--- config.mk ---
export PLATFORM = sky130hd
export DESIGN_NAME = hex_uart_dumper
export DESIGN_NICKNAME = d
export VERILOG_FILES = /design/src/rtl/hex_uart_dumper.sv
export SDC_FILE = /design/constraint.sdc
export NUM_CORES = 1
export LEC_CHECK = 0
export BUFFER_PORTS_ARGS = -buffer_cell sky130_fd_sc_hd__buf_2
export CAP_MARGIN = 20
export CORE_MARGIN = 5
export CORE_UTILIZATION = 56
export CTS_CLUSTER_DIAMETER = 60
export DETAILED_ROUTE_END_ITERATION = 8
export PLACE_DENSITY = 0.8
export RECOVER_POWER = 100
export SLEW_MARGIN = 40
export SYNTH_ARGS = -nofsm -noshare
export SYNTH_HDL_FRONTEND = slang
export SYNTH_SLANG_ARGS = --single-unit
--- constraint.sdc ---
create_clock -name clk -period 1.9 [get_ports clk]
set_input_delay 0.095 -clock clk [delete_from_list [all_inputs] [get_ports clk]]
set_output_delay 0.095 -clock clk [all_outputs]
set_load 0.05 [all_outputs]
--- src/rtl/hex_uart_dumper.sv ---
// Buffers DATA_BYTES-wide words in a small FIFO and streams each one to a UART write port
// as ASCII hex digits (MSB nibble first), then a separator or a CR/LF line wrap.
module hex_uart_dumper #(
  parameter int          DATA_BYTES     = 1,
  parameter int          FIFO_W         = 2,
  parameter int          WORDS_PER_LINE = 8,
  parameter logic [7:0]  SEP_CHAR       = 8'h20,
  parameter bit          UPPER_CASE     = 1'b1
) (
  input  logic                    clk,
  input  logic                    reset,
  input  logic [8*DATA_BYTES-1:0] din,
  input  logic                    din_valid,
  output logic                    din_full,
  output logic                    overflow_tick,
  input  logic                    tx_full,
  output logic                    wr_uart,
  output logic [7:0]              w_data,
  output logic                    busy
);
  localparam int DW    = 8 * DATA_BYTES;
  localparam int NIB   = 2 * DATA_BYTES;
  localparam int NW    = (NIB > 1) ? $clog2(NIB) : 1;
  localparam int DEPTH = 1 << FIFO_W;
  localparam int WC_W  = (WORDS_PER_LINE > 1) ? $clog2(WORDS_PER_LINE) : 1;
  localparam logic [FIFO_W:0] FULL_CNT = (FIFO_W+1)'(DEPTH);
  localparam logic [WC_W-1:0] LAST_W   = WC_W'((WORDS_PER_LINE == 0) ? 0 : WORDS_PER_LINE - 1);
  localparam logic [NW-1:0]   TOP_NIB  = NW'(NIB - 1);

  typedef enum logic [2:0] {IDLE, DIGIT, SEP, CR, LF} state_t;

  state_t              state;
  logic [DW-1:0]       mem [DEPTH];
  logic [FIFO_W-1:0]   wptr, rptr;
  logic [FIFO_W:0]     count, count_nxt;
  logic                ne_r;
  logic [DW-1:0]       data_reg;
  logic [NW-1:0]       nibble_cnt;
  logic [WC_W-1:0]     word_cnt;
  logic                push, pop, wrap_now;
  logic [DW-1:0]       shifted;
  logic [3:0]          nib;

  function automatic logic [7:0] to_ascii(input logic [3:0] n);
    if (n < 4'd10) return {4'h0, n} + 8'h30;
    else           return {4'h0, n} + (UPPER_CASE ? 8'h37 : 8'h57);
  endfunction

  // Full is checked against the pre-edge count, so a write is refused even if a pop frees a slot.
  assign push = din_valid && !din_full;
  // ne_r lags count by a cycle; safe because every pop leaves idle for at least three cycles.
  assign pop  = (state == IDLE) && ne_r && (count != '0);

  always_comb begin
    count_nxt = count;
    if (push && !pop)      count_nxt = count + (FIFO_W+1)'(1);
    else if (pop && !push) count_nxt = count - (FIFO_W+1)'(1);
  end

  always_ff @(posedge clk) begin
    if (push) mem[wptr] <= din;
  end

  always_ff @(posedge clk or posedge reset) begin
    if (reset) begin
      wptr          <= '0;
      rptr          <= '0;
      count         <= '0;
      ne_r          <= 1'b0;
      din_full      <= 1'b0;
      overflow_tick <= 1'b0;
    end else begin
      if (push) wptr <= wptr + FIFO_W'(1);
      if (pop)  rptr <= rptr + FIFO_W'(1);
      count         <= count_nxt;
      ne_r          <= (count != '0);
      din_full      <= (count_nxt == FULL_CNT);
      overflow_tick <= din_valid && din_full;
    end
  end

  assign wrap_now = (WORDS_PER_LINE != 0) && (word_cnt == LAST_W);

  always_ff @(posedge clk or posedge reset) begin
    if (reset) begin
      state      <= IDLE;
      data_reg   <= '0;
      nibble_cnt <= '0;
      word_cnt   <= '0;
    end else begin
      case (state)
        IDLE: if (pop) begin
          data_reg   <= mem[rptr];
          nibble_cnt <= TOP_NIB;
          state      <= DIGIT;
        end
        DIGIT: if (!tx_full) begin
          if (nibble_cnt == '0) state <= SEP;
          else                  nibble_cnt <= nibble_cnt - NW'(1);
        end
        SEP: if (!tx_full) begin
          if (wrap_now) begin
            word_cnt <= '0;
            state    <= CR;
          end else begin
            word_cnt <= word_cnt + WC_W'(1);
            state    <= IDLE;
          end
        end
        CR: if (!tx_full) state <= LF;
        LF: if (!tx_full) state <= IDLE;
        default: state <= IDLE;
      endcase
    end
  end

  assign shifted = data_reg >> {nibble_cnt, 2'b00};
  assign nib     = shifted[3:0];

  always_comb begin
    w_data  = SEP_CHAR;
    wr_uart = 1'b0;
    case (state)
      DIGIT: begin w_data = to_ascii(nib); wr_uart = !tx_full; end
      SEP:   wr_uart = !tx_full && !wrap_now;
      CR:    begin w_data = 8'h0D; wr_uart = !tx_full; end
      LF:    begin w_data = 8'h0A; wr_uart = !tx_full; end
      default: ;
    endcase
  end

  assign busy = (state != IDLE) || (count != '0);
endmodule

Word level (Yosys, flattened, before mapping)

Memories as Yosys holds them, arrays and structs flattened. A register that Yosys moved wholly into a read port is not among the register bits.
Index checks and enable logic that the tools add are counted.

Register bits after elaboration: 17
Bits in writable memories: 32
Input bits: 12
Output and inout bits: 12
Logic and storage cells: 75
Memories kept: 1

$add $sub $neg: 8
Order comparisons: 1
Eq/ne operators: 12
Shifts and indexed selects: 1
Mux-type cells: 20
Bitwise gates (word level): 1
Reductions and logical operators: 22

Memories:

| memory | words | width | rd ports | clocked after Yosys merged registers in | write ports | line | text |
|---|---|---|---|---|---|---|---|
| mem    | 4     | 8     | 1        | 1                                       | 1           | 33   | `logic [DW-1:0] mem [DEPTH];` |

Operator list:

| kind                                              | count |
|---|---|
| 2-to-1 mux 3 bit                                  | 9 |
| case mux 7 bit (3 select lines)                   | 1 |
| case mux 3 bit (5 select lines)                   | 1 |
| adder 4 x 6 -> 7 bit (second input constant)      | 2 |
| != test 2 bit (second input constant)             | 6 |
| == test 3 bit (second input constant)             | 3 |
| right shift 8 x 3 -> 4 bit                        | 1 |
| logical AND 1 bit                                 | 7 |
| 2-to-1 mux 7 bit                                  | 1 |
| adder 3 x 1 -> 3 bit (second input constant)      | 2 |
| == test 3 x 2 -> 1 bit (second input constant)    | 2 |
| AND reduction 6 bit                               | 1 |
| nonzero test 3 bit                                | 2 |
| logical NOT 1 bit                                 | 5 |
| 2-to-1 mux 1 bit                                  | 5 |
| adder 2 x 1 -> 2 bit (second input constant)      | 2 |
| < comparator 4 bit (second input constant)        | 1 |
| case mux 1 bit (2 select lines)                   | 2 |
| AND reduction 2 bit                               | 2 |
| == test 3 x 1 -> 1 bit (second input constant)    | 1 |
| logical NOT 3 bit                                 | 1 |
| AND reduction 3 bit                               | 1 |
| OR reduction 3 bit                                | 1 |
| subtractor 3 x 1 -> 3 bit (second input constant) | 1 |
| other kinds (5)                                   | 5 |

Longest topological paths before layout

Gate-level depths: netlist of the first run.

Depth after elaboration: 7
Gate-level depth with buffers: 8

Least setup slack after synthesis of the first run

OpenSTA, ideal clock, no wires.

Path kind: flip-flop to output port
Start: reg nibble_cnt
End: out w_data[3]
Data arrival time: 2.094 ns
Required time: 1.805 ns
Slack: -0.289 ns
Stages on the path, launching flop included: 7
Buffers on the path: 1
Cell sequence: dfrtp_1 buf_6 mux2i_1 nand2_1 nand2_1 a21oi_1 o21ai_0

Longest elaborated chain between the ends: 4

Ends and longest elaborated chain:

| element                                            | line | text |
|---|---|---|
| from (decl)                                        | 38   | `logic [NW-1:0] nibble_cnt;` |
| from (signal assigned)                             | 99   | `else nibble_cnt <= nibble_cnt - NW'(1);` |
| right shift 8 x 3 -> 4 bit (*)                     | 117  | `assign shifted = data_reg >> {nibble_cnt, 2'b00};` |
| adder 4 x 6 -> 7 bit, or another cell as far along | 46   | `else return {4'h0, n} + (UPPER_CASE ? 8'h37 : 8'h57);` |
| 2-to-1 mux 7 bit (*)                               | 45   | `if (n < 4'd10) return {4'h0, n} + 8'h30;` |
| case mux 7 bit (3 select lines) (*)                | 123  | `case (state)` |
| to (decl)                                          | 18   | `output logic [7:0] w_data,` |

Every way passes the cells marked *; elsewhere a longest branch is shown, timed or not.

Final worst setup path of the first run

Start: reg nibble_cnt
End: out w_data[1]

The elaborated chain is that of the path after synthesis.

==> results.sh, run 1 <==
export IMPL_drv_cap=0
export IMPL_clk_pin_slew_ps=60
export IMPL_synth_enable_flop_cells=32
export IMPL_path_class="reg2out"
export IMPL_cp_required_ps=1800
export IMPL_crit_chain="mux2i_4, buf_6, o21ai_0, nand3_2, a21oi_2, buf_6"
export IMPL_min_path_type="in2reg"
export IMPL_crit_path_frequent_cell="buf_6"
export IMPL_synth_nets=202
export IMPL_synth_top_area_frac=0.365
export IMPL_portBuffers=22
export IMPL_syn2layout_area_growth_pct=25.0
export IMPL_antenna_cells=0
export IMPL_max_slew_margin=0.135
export IMPL_rsz0062_at_grt="yes"
export IMPL_root_buffer="clkbuf_8"
export IMPL_drc=0
export IMPL_die_w_microns=78.5
export IMPL_netlist_area_sq_um=2630
export IMPL_avgSynthCellArea_sq_um=14.6
export IMPL_vias=1594
export IMPL_fp_dieH_microns=78.5
export IMPL_drive_gt1_frac=0.350
export IMPL_status="finished, violations left"
export IMPL_reg2reg_depth=6
export IMPL_synth_flop_cell="edfxtp_1"
export IMPL_grt_overflow=0
export IMPL_min_period_over_period=1.08
export IMPL_grt_pass1_wl_microns=8450
export IMPL_crit_slowest_cell="dfrtp_2"
export IMPL_ios=24
export IMPL_seqCellArea_sq_um=1590
export IMPL_arrival_ps=1960
export IMPL_final_common_cell="edfxtp_1"
export IMPL_synth_cell_types=39
export IMPL_fmax_mhz=487
export IMPL_rrSetupSlack_ps=50
export IMPL_finalMaxSlewViolations=0
export IMPL_hold_depth=2
export IMPL_clk_latency_ps=330
export IMPL_start_util=0.568
export IMPL_cts_buffers=9
export IMPL_yosys_warnings=0
export IMPL_core_area_sq_um=4630
export IMPL_synth_seq_cells=57
export IMPL_cts_tree="done"
export IMPL_drt_wl_total_microns=5020
export IMPL_dieArea_sq_um=6170
export IMPL_cts_buffer_depth=2
export IMPL_path_buf_inv=2
export IMPL_wl_per_cell_microns=17.4
export IMPL_antenna_left=0
export IMPL_setup_ws_ps=-151
export IMPL_grtUsageTotal=0.184
export IMPL_worst_clock_skew_ps=7.76
export IMPL_layout_common_cells="edfxtp_1 (32), dfrtp_1 (24), clkbuf_1 (14), buf_4 (14)"
export IMPL_largest_register_ffs=32
export IMPL_drt_iter0_markers=63
export IMPL_grt_pass1_vias=1763
export IMPL_antenna_found_initial=0
export IMPL_timing_critical_path_fanout_max=5
export IMPL_pre_cts_ws_ps=77.1
export IMPL_gp_congestion=0.780
export IMPL_nets=251
export IMPL_cts_htree_levels=3
export IMPL_violations="setup timing"
export IMPL_crit_family="flip-flops"
export IMPL_clkSinkCount=57
export IMPL_ys_seq_area_frac=0.603
export IMPL_final_hold_viol_count=0
export IMPL_tightest_slew_ps=1300
export IMPL_synth_async_reset_ratio=0.439
export IMPL_firstDrtPassIters=4
export IMPL_grt_max_degree=26
export IMPL_holdPathEnd="nibble_cnt$_DFFE_PP0P_"
export IMPL_post_route_min_period_ps=2050
export IMPL_rr_startpoint="count[1]$_DFF_PP0_"
export IMPL_n_fill_cell=305
export IMPL_worstReg2RegEnd="data_reg[5]$_DFFE_PP0P_"
export IMPL_yosys_area_top_type="edfxtp_1"
export IMPL_setup_viol=7
export IMPL_critPathLaunchType="flop"
export IMPL_end_kind="output port"
export IMPL_syn_inst=180
export IMPL_multi_input_area_sq_um=1030
export IMPL_hp_start="tx_full"
export IMPL_cpPeakStageDelay_ps=500
export IMPL_postLayoutCoreUtil=0.711
export IMPL_synthTopCellsByArea="edfxtp_1 (37%), dfrtp_1 (24%), mux4_2 (6.8%)"
export IMPL_num_rows=25
export IMPL_hpwlAfterDp_microns=3230
export IMPL_vias_per_cell=5.53
## logic make-up after synthesis
kind of cell,synth area share
multiplexers,0.131
AND/OR/NAND/NOR,0.0904
AO/OA/AOI/OAI,0.0504
XOR/XNOR,0.0295
other,0.00143
adder cells (fa/ha/maj),0.0518
flip-flops,0.603
buffers and inverters,0.0423
## timing repair
action / CTS / global route
endpoints found under the setup margin: 7 / 8
hold endpoints to repair: 58 / 0
setup buffers: 4 / 3
gates resized for setup: 24 / 15
hold buffers: 10 / 0
pin swaps: 5 / 9
## stage by stage
| stage | area [sq um] | hold WS, ps | TNS (ps) | std cells |
|---|---|---|---|---|
| floorplan | 2650 | 122 | 0 | 180 |
| global placement | 2830 | 148 | 0 | 255 |
| detailed placement | 2830 | 156 | 0 | 255 |
| CTS | 3260 | 114 | -372 | 285 |
| global route | 3290 | 126 | -1340 | 288 |
| finish | 3290 | 134 | -653 | 288 |
## layer usage
metal | vias up | track usage | part of all wire
li1 | 750 | - | -
met1 | 779 | 0.208 | 0.38
met2 | 45 | 0.318 | 0.54
met3 | 20 | 0.0493 | 0.043
met4 | 0 | 0.0962 | 0.040
met5 | - | 0 | 0
## area by class of cell
class / instances / area share
Tap cell: 54 / 0.0205
Clock buffer: 11 / 0.0399
Timing Repair Buffer: 49 / 0.111
Sequential cell: 57 / 0.483
Clock inverter: 5 / 0.0236
Multi-Input combinational cell: 105 / 0.314
Inverter: 7 / 0.00799
## synthesized netlist by cell type (2+ instances only)
cell,count
nor2_1,6
buf_4,3
nor3_1,2
o21ai_0,8
a21oi_1,9
mux2i_1,3
and2_1,6
mux4_2,8
nor2b_1,3
buf_2,2
inv_1,7
nand2_1,10
nand2b_1,2
xnor2_1,6
mux2_2,12
and3_1,2
buf_6,4
edfxtp_1,32
dfrtp_1,25
nand3_1,2
ha_1,10
## worst register-to-register path: stages (launching register included)
cell and delay, ps:
dfrtp_1 390, inv_1 90, ha_1 220, nand2b_2 100, and3_1 240, clkbuf_2 310, mux2_2 390
## how the worst max path moves through the flow
stage	start	to	slack [ps]	cells after the start
after floorplan	word_cnt[0]$_DFFE_PP0P_	wr_uart	80	5
after CTS	nibble_cnt$_DFFE_PP0P_	w_data[1]	-100	6
final	nibble_cnt$_DFFE_PP0P_	w_data[1]	-150	6
after global placement	nibble_cnt$_DFFE_PP0P_	w_data[1]	170	6
after global routing	nibble_cnt$_DFFE_PP0P_	w_data[1]	-290	6
after detailed placement	nibble_cnt$_DFFE_PP0P_	w_data[1]	80	6
Power of run 1 is not shown: default switching activity piles up to over one toggle a cycle in this logic, so the estimate is an artifact.
==> inputs of run 2 (changes only) <==
Settings changed: CORE_UTILIZATION 56 to 55, PLACE_DENSITY 0.8 to 0.79.
==> run 2 against run 1 <==
The flow still finishes with violations (setup timing). Utilization decreased by 1.5 points. Flip-flop and latch count unchanged. Clock skew decreased by 1.2 ps. First-iteration DRC count increased by 56%. Cell area decreased by 0.84%. Sequential share of layout area increased by 0.41 points. Critical path type unchanged. Count of clock-buffer cells in the layout increased by 3. Via count decreased by 0.38%. Hold slack improved by 30 ps.
==> results.sh, run 2 (same netlist as run 1, synthesis figures left out) <==
export IMPL_grt_overflow=0
export IMPL_largest_register_ffs=32
export IMPL_fmax_mhz=506
export IMPL_antenna_found_initial=0
export IMPL_clk_latency_ps=330
export IMPL_arrival_ps=1880
export IMPL_syn2layout_area_growth_pct=24.0
export IMPL_cts_buffer_depth=2
export IMPL_clkSinkCount=57
export IMPL_fin_cells=286
export IMPL_drive_gt1_frac=0.353
export IMPL_setup_viol=5
export IMPL_drv_cap=0
export IMPL_dpl_cell_count=254
export IMPL_nets=249
export IMPL_antenna_left=0
export IMPL_portBuffers=22
export IMPL_final_common_cell="edfxtp_1"
export IMPL_die_w_microns=79.2
export IMPL_min_period_over_period=1.04
export IMPL_firstDrtPassIters=4
export IMPL_setup_ws_ps=-74.8
export IMPL_hold_slack_ps=164
export IMPL_num_rows=25
export IMPL_timing_critical_path_fanout_max=5
export IMPL_vias=1588
export IMPL_hpwlAfterDp_microns=3340
export IMPL_clk_pin_slew_ps=60
export IMPL_rsz0062_at_grt="yes"
export IMPL_path_class="reg2out"
export IMPL_antenna_cells=0
export IMPL_start_util=0.561
export IMPL_core_area_sq_um=4690
export IMPL_postLayoutCellArea_sq_um=3260
export IMPL_min_path_type="in2reg"
export IMPL_grt_pass1_wl_microns=8070
export IMPL_grtUsageTotal=0.174
export IMPL_cp_required_ps=1800
export IMPL_end_kind="output port"
export IMPL_cts_htree_levels=3
export IMPL_drc=0
export IMPL_ios=24
export IMPL_max_slew_margin=0.368
export IMPL_tightest_slew_ps=948
export IMPL_final_hold_viol_count=0
export IMPL_gp_congestion=0.776
export IMPL_wl_per_cell_microns=17.0
export IMPL_dieArea_sq_um=6270
export IMPL_vias_per_cell=5.55
export IMPL_pre_cts_ws_ps=75.8
export IMPL_fp_dieH_microns=79.2
export IMPL_status="finished, violations left"
export IMPL_finalMaxSlewViolations=0
export IMPL_cts_tree="done"
export IMPL_place_area_sq_um=2820
export IMPL_grt_pass1_vias=1672
export IMPL_violations="setup timing"
export IMPL_layout_common_cells="edfxtp_1 (32), dfrtp_1 (24), clkbuf_1 (15), clkbuf_8 (12), buf_4 (12)"
export IMPL_post_route_min_period_ps=1970
export IMPL_root_buffer="clkbuf_8"
export IMPL_drt_iter0_markers=98
export IMPL_cts_buffers=9
export IMPL_drt_wl_total_microns=4860
export IMPL_grt_max_degree=19
export IMPL_worst_clock_skew_ps=6.54
export IMPL_critPathLaunchType="flop"
## run 2: area by class of cell
| cell class | count | area (sq um) |
|---|---|---|
| Sequential cell | 57 | 1590 |
| Fill cell | 315 | 1430 |
| Multi-Input combinational cell | 105 | 1020 |
| Timing Repair Buffer | 47 | 349 |
| Clock buffer | 14 | 173 |
| Tap cell | 54 | 67.6 |
| Clock inverter | 2 | 35.0 |
| Inverter | 7 | 26.3 |
## run 2: stage by stage
step                setup TNS, ps   util
CTS                         -82.3  0.697
finish                       -213  0.695
detailed placement              0  0.601
global placement                0  0.601
global route                -1980  0.695
floorplan                       0      -
## run 2: repair_timing
item	4_1_cts	5_1_grt
pin swaps	8	5
hold buffers	10	0
resized for setup	29	9
gates cloned	0	0
setup endpoints to repair	7	8
setup buffers	5	1
endpoints found under the hold margin	40	0
## run 2: metal layers
metal / share of wire / GRT usage / routed length, microns / up-vias
met5: 0 / 0 / 0 / -
met4: 0.032 / 0.112 / 155 / 0
met3: 0.036 / 0.0397 / 177 / 19
met2: 0.54 / 0.299 / 2630 / 42
met1: 0.39 / 0.194 / 1900 / 777
li1: - / - / - / 750
## run 2: final timing paths
check / startpoint / end / slack [ps] / depth (start not counted)
setup reg to reg: count[0]$_DFF_PP0_ / data_reg[5]$_DFFE_PP0P_ / 40 / 6
max in group asynchronous: reset / nibble_cnt$_DFFE_PP0P_ / 440 / 4
setup / recovery: nibble_cnt$_DFFE_PP0P_ / w_data[2] / -70 / 6
min in group asynchronous: reset / wptr[1]$_DFFE_PP0P_ / 250 / 3
hold reg to reg: word_cnt[2]$_DFFE_PP0P_ / word_cnt[2]$_DFFE_PP0P_ / 520 / 1
hold / removal: tx_full / nibble_cnt$_DFFE_PP0P_ / 160 / 2
## run 2: worst max-delay path: stages, from the launching register on
cell,delay (ps)
dfrtp_2,480
mux2i_4,350
ha_4,190
nand2_2,60
xnor2_2,150
a21oi_2,150
buf_6,180
Power of run 2 is left out for the same reason.
==> inputs of run 3 (changes only) <==
Settings changed: ABC_AREA set to 1.
==> run 3 against run 2 <==
Critical path depth rose by 2. Cell count rose by 38%. Highest routed layer unchanged. The run now ends clean. Non-clock buffer count fell by 1. Largest cell class unchanged.
==> results.sh, run 3 <==
export IMPL_status="finished clean"
export IMPL_min_path_type="in2reg"
export IMPL_ys_seq_area_frac=0.588
export IMPL_power_density_nw_per_um2=1930
export IMPL_cts_tree="done"
export IMPL_hpwlAfterDp_microns=3400
export IMPL_path_class="reg2out"
export IMPL_p_leak_nw=1.47
export IMPL_layout_common_cells="nor2_1 (51), nand2_1 (37), edfxtp_1 (32), inv_1 (31), o21ai_0 (27)"
export IMPL_cts_buffers=9
export IMPL_yosys_area_top_type="edfxtp_1"
export IMPL_grt_overflow=0
export IMPL_synth_cell_types=27
export IMPL_crit_chain="nand2_1, o21ai_2, ha_1, nand2_1, nand3_1, o21ai_1, nand2_1, buf_6"
export IMPL_synth_nets=296
export IMPL_arrival_ps=1790
export IMPL_cp_required_ps=1800
export IMPL_grt_pass1_wl_microns=8740
export IMPL_gp_congestion=0.806
export IMPL_reg2reg_depth=4
export IMPL_p_total_mw=6.39
export IMPL_netlist_area_sq_um=2700
export IMPL_end_kind="output port"
export IMPL_min_period_over_period=0.992
export IMPL_cp_startpoint="nibble_cnt$_DFFE_PP0P_"
export IMPL_syn_inst=274
export IMPL_grt_pass1_vias=1942
export IMPL_pre_cts_ws_ps=195
export IMPL_antenna_left=0
export IMPL_avgSynthCellArea_sq_um=9.84
export IMPL_postLayoutCellArea_sq_um=3320
export IMPL_portBuffers=22
export IMPL_synth_top_area_frac=0.356
export IMPL_fmax_mhz=530
export IMPL_core_area_sq_um=4750
export IMPL_drc=0
export IMPL_vias=2015
export IMPL_synthTopCellsByArea="edfxtp_1 (36%), dfrtp_1 (23%), nor2_1 (7.0%)"
export IMPL_ios=24
export IMPL_grtUsageTotal=0.182
export IMPL_drv_cap=0
export IMPL_syn2layout_area_growth_pct=23.0
export IMPL_drt_wl_total_microns=5450
export IMPL_synth_enable_flop_cells=32
export IMPL_tightest_slew_ps=1160
export IMPL_final_hold_viol_count=0
export IMPL_start_util=0.567
export IMPL_synthTopCellsByCount="nor2_1 (50), nand2_1 (39), edfxtp_1 (32), inv_1 (31), o21ai_0 (27)"
export IMPL_firstDrtPassIters=5
export IMPL_num_rows=25
export IMPL_grt_max_degree=23
export IMPL_cts_htree_levels=3
export IMPL_place_area_sq_um=2890
export IMPL_wl_per_cell_microns=13.8
export IMPL_rr_startpoint="din_full$_DFF_PP0_"
export IMPL_timing_critical_path_fanout_max=6
export IMPL_setup_viol=0
export IMPL_setup_ws_ps=14.7
export IMPL_nets=345
export IMPL_post_synth_top_count_cell="nor2_1"
export IMPL_worst_clock_skew_ps=6.51
export IMPL_yosys_warnings=0
export IMPL_clk_latency_ps=330
export IMPL_vias_per_cell=5.10
export IMPL_antenna_found_initial=0
export IMPL_clk_pin_slew_ps=60
export IMPL_drive_gt1_frac=0.192
export IMPL_root_buffer="clkbuf_8"
export IMPL_dieArea_sq_um=6400
export IMPL_synth_seq_cells=57
export IMPL_clkSinkCount=57
export IMPL_cpPeakStageDelay_ps=450
export IMPL_synth_flop_cell="edfxtp_1"
export IMPL_hp_start="tx_full"
export IMPL_n_fill_cell=365
export IMPL_crit_slowest_cell="dfrtp_2"
export IMPL_hold_slack_ps=57.7
export IMPL_rsz0062_at_grt="yes"
export IMPL_largest_register_ffs=32
export IMPL_ir_drop_mv=0.973
export IMPL_critPathLaunchType="flop"
export IMPL_cts_buffer_depth=2
export IMPL_drt_iter0_markers=169
export IMPL_synth_async_reset_ratio=0.439
export IMPL_die_w_microns=80.0
export IMPL_post_route_min_period_ps=1890
export IMPL_finalMaxSlewViolations=0
export IMPL_max_slew_margin=0.228
export IMPL_crit_path_frequent_cell="nand2_1"
export IMPL_final_common_cell="nor2_1"
export IMPL_antenna_cells=0
export IMPL_hold_depth=4
export IMPL_fp_dieH_microns=80.0
run 3: cell types whose count changed after synthesis, moves of 6 or more:
cell	previous run	this run
mux2_2	12	0
nor2_1	6	50
o21ai_1	0	6
mux4_2	8	0
o21ai_0	8	27
inv_1	7	31
and2_1	6	0
nand2_1	10	39
run 3: report_power, final:
group          leakage [nW]  internal [mW]  switching, mW  total [mW]
sequential            0.591           1.72          0.278        2.00
clock                 0.112          0.857          0.470        1.33
combinational         0.768           1.04           2.02        3.07
total                  1.47           3.62           2.77        6.39
run 3: area by class of cell:
cell class | instances | area [sq um] | area share
Clock inverter | 7 | 109 | 0.0328
Inverter | 35 | 131 | 0.0396
Clock buffer | 9 | 124 | 0.0374
Timing Repair Buffer | 46 | 319 | 0.0962
Multi-Input combinational cell | 174 | 961 | 0.290
Sequential cell | 57 | 1590 | 0.479
Tap cell | 67 | 83.8 | 0.0253
run 3: metrics by stage:
stage          setup TNS, ps  instances   util
5_1_grt                 -134        395  0.697
6_report                   0        395  0.697
3_5_place_dp               0        362  0.607
2_1_floorplan              0        274      -
3_3_place_gp               0        362  0.607
4_1_cts                    0        388  0.681
run 3: cell families (layout without fill, tap and decap cells):
family,after synthesis,in the layout,share of synthesized area
AND/OR/NAND/NOR,111,111,0.187
flip-flops,57,57,0.588
AO/OA/AOI/OAI,48,48,0.0942
buffers and inverters,43,97,0.0701
adder cells (fa/ha/maj),10,10,0.0464
XOR/XNOR,4,4,0.0130
other,1,1,0.00139
run 3: worst max-delay path: cells and delay by family, from the launching register on:
family / cells / cell delay, ps
AND/OR/NAND/NOR: 4 / 380
adder cells (fa/ha/maj): 1 / 210
flip-flops: 1 / 450
buffers and inverters: 1 / 160
AO/OA/AOI/OAI: 2 / 260
run 3: path summary, 6_finish.rpt:
check | end | slack (ps)
setup / recovery | w_data[2] | 10
hold reg to reg | word_cnt[1]$_DFFE_PP0P_ | 490
min in group asynchronous | wptr[1]$_DFFE_PP0P_ | 170
max in group asynchronous | nibble_cnt$_DFFE_PP0P_ | 350
setup reg to reg | mem[2][0]$_DFFE_PP_ | 160
hold / removal | word_cnt[1]$_DFFE_PP0P_ | 60
run 3: repair_timing:
item | 4_1_cts | 5_1_grt
setup buffers | 0 | 7
hold buffers | 10 | 0
endpoints found under the hold margin | 58 | 0
gates cloned | 0 | 0
resized for setup | 8 | 20
pin swaps | 0 | 6
setup endpoints to repair | 5 | 6
run 3: metal layers:
layer	wire, microns	vias up	track usage
li1	-	992	-
met1	2320	958	0.214
met2	2780	53	0.308
met3	226	12	0.0451
met4	130	0	0.0929
met5	0	-	0
(Power assumes the default switching activity.)
